## src/rtl/store_a_pkg.sv

```systemverilog
// Shared definitions for store_A users: sweep FSM states, address field layout
// and the pair-address helper used by the sweep controller.
package store_a_pkg;

   localparam int unsigned ADDR_W  = 6;
   localparam int unsigned RC_POS  = 5;
   localparam int unsigned ROW_POS = 2;
   localparam int unsigned ROW_W   = 3;
   localparam int unsigned COL_POS = 0;
   localparam int unsigned COL_W   = 2;
   localparam int unsigned PAIR_W  = 2 * 24 * 8;

   localparam logic [ROW_W-1:0] ROW_IDX_MAX = 3'd7;
   localparam logic [ROW_W-1:0] COL_IDX_MAX = 3'd3;

   typedef enum logic [2:0] {
      S_IDLE,
      S_RD,
      S_LATCH,
      S_SEND,
      S_WAIT_RES,
      S_WR,
      S_DONE
   } sweep_state_e;

   // Row pairs live in the RCn=1 half at column 0; column pairs sit in row 0.
   function automatic logic [ADDR_W-1:0] pair_addr(input logic row_mode,
                                                  input logic [ROW_W-1:0] idx);
      logic [ADDR_W-1:0] a;
      a = '0;
      if (row_mode) begin
         a[RC_POS]             = 1'b1;
         a[ROW_POS +: ROW_W]   = idx;
      end else begin
         a[COL_POS +: COL_W]   = idx[COL_W-1:0];
      end
      return a;
   endfunction

endpackage

```

## src/rtl/store_a_sweep_ctrl.sv

```systemverilog
// Sweeps store_A pair by pair: read, hand to the processing unit, take the
// result back and write it to the same address, stepping the index by two.
module store_a_sweep_ctrl #(
   parameter int unsigned DATA_WIDTH = 24,
   parameter int unsigned ADDR_WIDTH = 6,
   parameter int unsigned PAIR_W     = 2 * DATA_WIDTH * 8
) (
   input  logic                  clk,
   input  logic                  rst,
   input  logic                  start,
   input  logic                  mode,
   input  logic [2:0]            first,
   input  logic [2:0]            last,
   output logic                  busy,
   output logic                  done,
   output logic                  st_we,
   output logic [ADDR_WIDTH-1:0] st_addr,
   output logic [PAIR_W-1:0]     st_din,
   input  logic [PAIR_W-1:0]     st_dout,
   output logic                  pu_valid,
   input  logic                  pu_ready,
   output logic [PAIR_W-1:0]     pu_data,
   output logic [2:0]            pu_idx,
   input  logic                  res_valid,
   output logic                  res_ready,
   input  logic [PAIR_W-1:0]     res_data
);
   import store_a_pkg::*;

   sweep_state_e          state_q;
   logic                  mode_q;
   logic [3:0]            idx_q;
   logic [2:0]            bound_q;
   logic                  busy_q, done_q, st_we_q, pu_valid_q, res_ready_q;
   logic [ADDR_WIDTH-1:0] st_addr_q;
   logic [PAIR_W-1:0]     st_din_q, pu_data_q;
   logic [2:0]            pu_idx_q;

   logic [3:0]            start_idx_d;
   logic [2:0]            start_bound_d;
   logic [3:0]            idx_d;

   // Column mode only looks at the low two bits of first/last (bound 0..3).
   always_comb begin
      start_idx_d   = mode ? {1'b0, first} : {2'b00, first[1:0]};
      start_bound_d = mode ? last : {1'b0, last[1:0]};
      idx_d         = idx_q + 4'd2;
   end

   always_ff @(posedge clk or posedge rst) begin
      if (rst) begin
         state_q     <= S_IDLE;
         mode_q      <= 1'b0;
         idx_q       <= '0;
         bound_q     <= '0;
         busy_q      <= 1'b0;
         done_q      <= 1'b0;
         st_we_q     <= 1'b0;
         st_addr_q   <= '0;
         st_din_q    <= '0;
         pu_valid_q  <= 1'b0;
         pu_data_q   <= '0;
         pu_idx_q    <= '0;
         res_ready_q <= 1'b0;
      end else begin
         done_q  <= 1'b0;
         st_we_q <= 1'b0;
         unique case (state_q)
            S_IDLE: begin
               if (start) begin
                  mode_q  <= mode;
                  idx_q   <= start_idx_d;
                  bound_q <= start_bound_d;
                  busy_q  <= 1'b1;
                  if (start_idx_d <= {1'b0, start_bound_d}) begin
                     state_q   <= S_RD;
                     st_addr_q <= ADDR_WIDTH'(pair_addr(mode, start_idx_d[2:0]));
                  end else begin
                     state_q <= S_DONE;
                     done_q  <= 1'b1;
                  end
               end
            end
            S_RD: state_q <= S_LATCH;
            S_LATCH: begin
               pu_data_q  <= st_dout;
               pu_idx_q   <= idx_q[2:0];
               pu_valid_q <= 1'b1;
               state_q    <= S_SEND;
            end
            S_SEND: begin
               if (pu_ready) begin
                  pu_valid_q  <= 1'b0;
                  res_ready_q <= 1'b1;
                  state_q     <= S_WAIT_RES;
               end
            end
            S_WAIT_RES: begin
               if (res_valid) begin
                  res_ready_q <= 1'b0;
                  st_din_q    <= res_data;
                  st_we_q     <= 1'b1;
                  state_q     <= S_WR;
               end
            end
            S_WR: begin
               // 4-bit index so 6+2 and 2+2 compare past the bound instead of wrapping.
               idx_q <= idx_d;
               if (idx_d > {1'b0, bound_q}) begin
                  state_q <= S_DONE;
                  done_q  <= 1'b1;
               end else begin
                  state_q   <= S_RD;
                  st_addr_q <= ADDR_WIDTH'(pair_addr(mode_q, idx_d[2:0]));
               end
            end
            S_DONE: begin
               busy_q    <= 1'b0;
               st_addr_q <= '0;
               st_din_q  <= '0;
               state_q   <= S_IDLE;
            end
            default: state_q <= S_IDLE;
         endcase
      end
   end

   assign busy      = busy_q;
   assign done      = done_q;
   assign st_we     = st_we_q;
   assign st_addr   = st_addr_q;
   assign st_din    = st_din_q;
   assign pu_valid  = pu_valid_q;
   assign pu_data   = pu_data_q;
   assign pu_idx    = pu_idx_q;
   assign res_ready = res_ready_q;

endmodule

```

## config.mk

```make
export PLATFORM = sky130hd
export DESIGN_NAME = store_a_sweep_ctrl
export DESIGN_NICKNAME = d
export VERILOG_FILES = /design/src/rtl/store_a_pkg.sv /design/src/rtl/store_a_sweep_ctrl.sv
export SDC_FILE = /design/constraint.sdc
export NUM_CORES = 1
export LEC_CHECK = 0
export CORE_AREA = 2 2 608 610
export DETAILED_ROUTE_END_ITERATION = 12
export DIE_AREA = 0 0 610 612
export PLACE_DENSITY = 0.3
export SLEW_MARGIN = 5
export SYNTH_ARGS = -nofsm -noshare
export SYNTH_HDL_FRONTEND = slang
export SYNTH_SLANG_ARGS = --single-unit
export TNS_END_PERCENT = 30
```

## constraint.sdc

```tcl
create_clock -name clk -period 40 [get_ports clk]
set_input_delay 10 -clock clk [delete_from_list [all_inputs] [get_ports clk]]
set_output_delay 10 -clock clk [all_outputs]
set_load 0.005 [all_outputs]
```

==> metrics.md <==
| Metric | Value |
|---|---|
| Detailed Route WL | `between 200000 and 250000 um` |
| Remaining Overflow, GRT | `0` |
| Part of the Yosys area used for sequential elements | `0.6860` |
| CTS tree | `yes` |
| Number of register bits inferred by synthesis | `a little under 800` |
| Startpoint Class | `input pin` |
| Synth Area per Inst | `about 16 um2` |
| Die ar. | `around 0.37 mm2` |
| Iteration count of the initial detailed-routing pass | `4` |
| RSZ-0062 raised after global routing | `false` |
| Slew at the pin closest to its max-slew limit | `between 1 and 1.5 ns` |
| Total of hold buffers inserted after clock tree synthesis | `0` |
| Maximum ir drop on the vdd rail | `between 0.03 and 0.04 mV` |
| Vias in the first global route | `approximately 25000` |
| Highest clock rate | `roughly 0.071 GHz` |
| Final setup violation count | `0` |
| Placeable Area | `between 0.3 and 0.4 mm2` |
| Arrival time at the worst endpoint | `between 10 and 15 ns` |
| Required time worst endpoint | `about 41 ns` |
| CP max FO | `93` |
| Reported leakage power | `between 20 and 25 nW` |
| Quantity of gates resized following cts | `0` |
| GRT Util Overall | `0.1222` |
| Wire length of the first global-routing pass | `~300000 um` |
| Count of different cell masters after synthesis | `32` |
| Residual DRC | `0` |
| Relative slew slack | `0.2520` |
| Buffer depth of the longest clock path | `4` |
| Max H-tree Level | `3` |
| Worst hold path type | `reg2reg` |
| Final Hold Violating Endpoints | `0` |
| HPWL reported at the end of detailed placement | `200100 um` |
| Path type of the worst setup path | `in2reg` |
| Most common cell after layout, fill and taps aside | `clkdlybuf4s50_1` |
| Final Skew | `about 0.045 ns` |
| Vertical die dimension | `612 um` |
| Net count after synthesis | `between 2000 and 3000` |
| Post-CTS clock slew at the launch and capture registers of the worst setup and hold paths | `around 0.06 ns` |
| Post-detailed-route count of antenna-violating nets | `0` |
| Nets | `around 4200` |
| Die Span X | `between 600 and 700 um` |
| Result of the run | `completed` |
| Top-area cell type share of the netlist area | `0.6860` |
| Max-slew violation count | `0` |
| Final TNS setup | `0 ns` |
| Number of buffers inserted by post-CTS setup repair | `0` |
| Total power per unit cell area | `84.32 mW/mm2` |
| Detailed-route vias per instance | `between 2 and 3` |
| Cell chosen for the clock root | `clkbuf_16` |
| Fraction of the cycle the final worst path needs | `0.3506` |
| DR vias | `23550` |
| Instance count of the mapped netlist | `1799` |
| Pin count of the biggest net entering global routing | `roughly 140` |
| Sinks on Clock Net | `between 700 and 800` |
| Reg2Reg Depth | `7` |
| Later-pin clock latency in the skew report | `0.86 ns` |
| Drt wl/cell | `28.53 um` |
| Initial core utilization | `0.07878` |
| # IOs | `between 1500 and 2000` |
| Max_cap viols | `0` |
| Number of buffers added on ports | `between 1500 and 2000` |
| Global placement routability congestion | `between 0.8 and 0.9` |
| Netlist area before placement | `between 0.02 and 0.03 mm2` |
| WHS Path Cells | `2` |
| Period minus WS final | `around 14 ns` |
| Area added between synthesis and finish | `86.64%` |
| Yosys warning total | `0` |
| Overall power after layout | `roughly 4.6 mW` |
| Leading cell types in the layout, fill and taps excluded | `clkdlybuf4s50_1 (1561), dfrtp_1 (793), mux2_2 (387)` |
| Share of cells above drive strength 1 | `0.1758` |
| Most area-consuming cells after synthesis | `dfrtp_1 (69%), mux2_2 (15%), a22o_1 (12%)` |
| Number of design-rule violations left by the first detailed-router iteration | `between 1000 and 1500` |
| TritonCTS buffer count | `116` |
| Cell Rows | `approximately 220` |
| Endpoint class of the critical path | `flop` |
| Number of antenna violations at the first check in global routing | `about 150` |
| Leading area contributor after synthesis | `dfrtp_1` |
power by group:
group          internal, mW  switching (mW)
Combinational          1.12           0.883
Sequential             1.21           0.280
Clock                 0.615           0.443
Total                  2.95            1.61
registers in the layout, indices dropped and copies added, names as in the netlist:
register / count
pu_valid: 1
st_we: 1
pu_idx: 3
busy: 1
done: 1
mode_q: 1
idx_q: 4
state_q: 3
res_ready: 1
bound_q: 3
st_din: 384
st_addr: 6
pu_data: 384
final timing paths:
| kind | to | startpoint | slack (ns) |
|---|---|---|---|
| max in group asynchronous | st_din[156]$_DFFE_PP0P_ | rst | 26.08 |
| min in group asynchronous | st_din[25]$_DFFE_PP0P_ | rst | 9.73 |
| min | bound_q[2]$_DFFE_PP0P_ | bound_q[2]$_DFFE_PP0P_ | 0.48 |
| min reg2reg | bound_q[2]$_DFFE_PP0P_ | bound_q[2]$_DFFE_PP0P_ | 0.48 |
| max reg2reg | st_din[126]$_DFFE_PP0P_ | state_q[1]$_DFFE_PP0P_ | 34.87 |
| max | st_din[126]$_DFFE_PP0P_ | res_valid | 25.98 |
worst max-delay path, stage by stage:
cell and delay (ns):
clkdlybuf4s50_1 0.57, and3_4 0.64, buf_4 0.72, buf_4 0.77, buf_4 0.59, buf_4 0.91, a22o_1 0.28
area by class of cell:
class                      instances  area (um2)
clock inverter                    46       476.7
tap                             4837        6052
multi-input combinational        866        8383
sequential                       793       19840
timing repair buffer            1589       15860
fill                           40840      313200
inverter                           9       41.29
antenna                           22       55.05
clock buffer                     162        3277
cells in the mapped netlist (all sizes together):
cell      n
o22ai     2
nand3b    1
clkbuf   41
a32o      1
mux2    393
nand2b    2
buf      90
o211ai    2
inv       9
nor2      4
a221o     1
nand2    25
nand3     5
a22o    386
dfrtp   793
and3      4
ha        7
nor3      1
a21o      1
or3       1
mux2i     1
and2      2
o21ai    17
a21oi     8
xor2      2
layer usage:
metal,GRT usage,part of all wire,vias up
met2,0.2244,0.52,1077
met1,0.1282,0.36,12040
met4,0.02575,0.024,110
li1,-,-,9929
met5,0,0.0030,-
met3,0.05245,0.092,388
kinds of logic (layout without fill, tap and decap cells):
group           after synthesis  count (layout)  share of synthesized area
buf+inv                     140            1806                    0.02487
mux                         394             394                     0.1541
flops                       793             793                     0.6860
xor+xnor                      2               2                  0.0006056
fa+ha+maj                     7               7                   0.003028
simple gates                 45              45                   0.007353
compound gates              418             418                     0.1240
other cells                   0              22                          0
metrics by stage:
step | cells | instance area [um2] | setup WS (ns) | utilization | hold WS, ns
2_1_floorplan | 1799 | 28930 | 7.733 | - | 0.4498
3_3_place_gp | 8094 | 50180 | 24.98 | 0.1367 | 0.4632
3_5_place_dp | 8094 | 50180 | 24.97 | 0.1367 | 0.4761
4_1_cts | 8302 | 53930 | 25.90 | 0.1469 | 0.4901
5_1_grt | 8303 | 53940 | 25.41 | 0.1469 | 0.5076
6_report | 8324 | 53990 | 25.98 | 0.1470 | 0.4844
(Power assumes the default switching activity.)
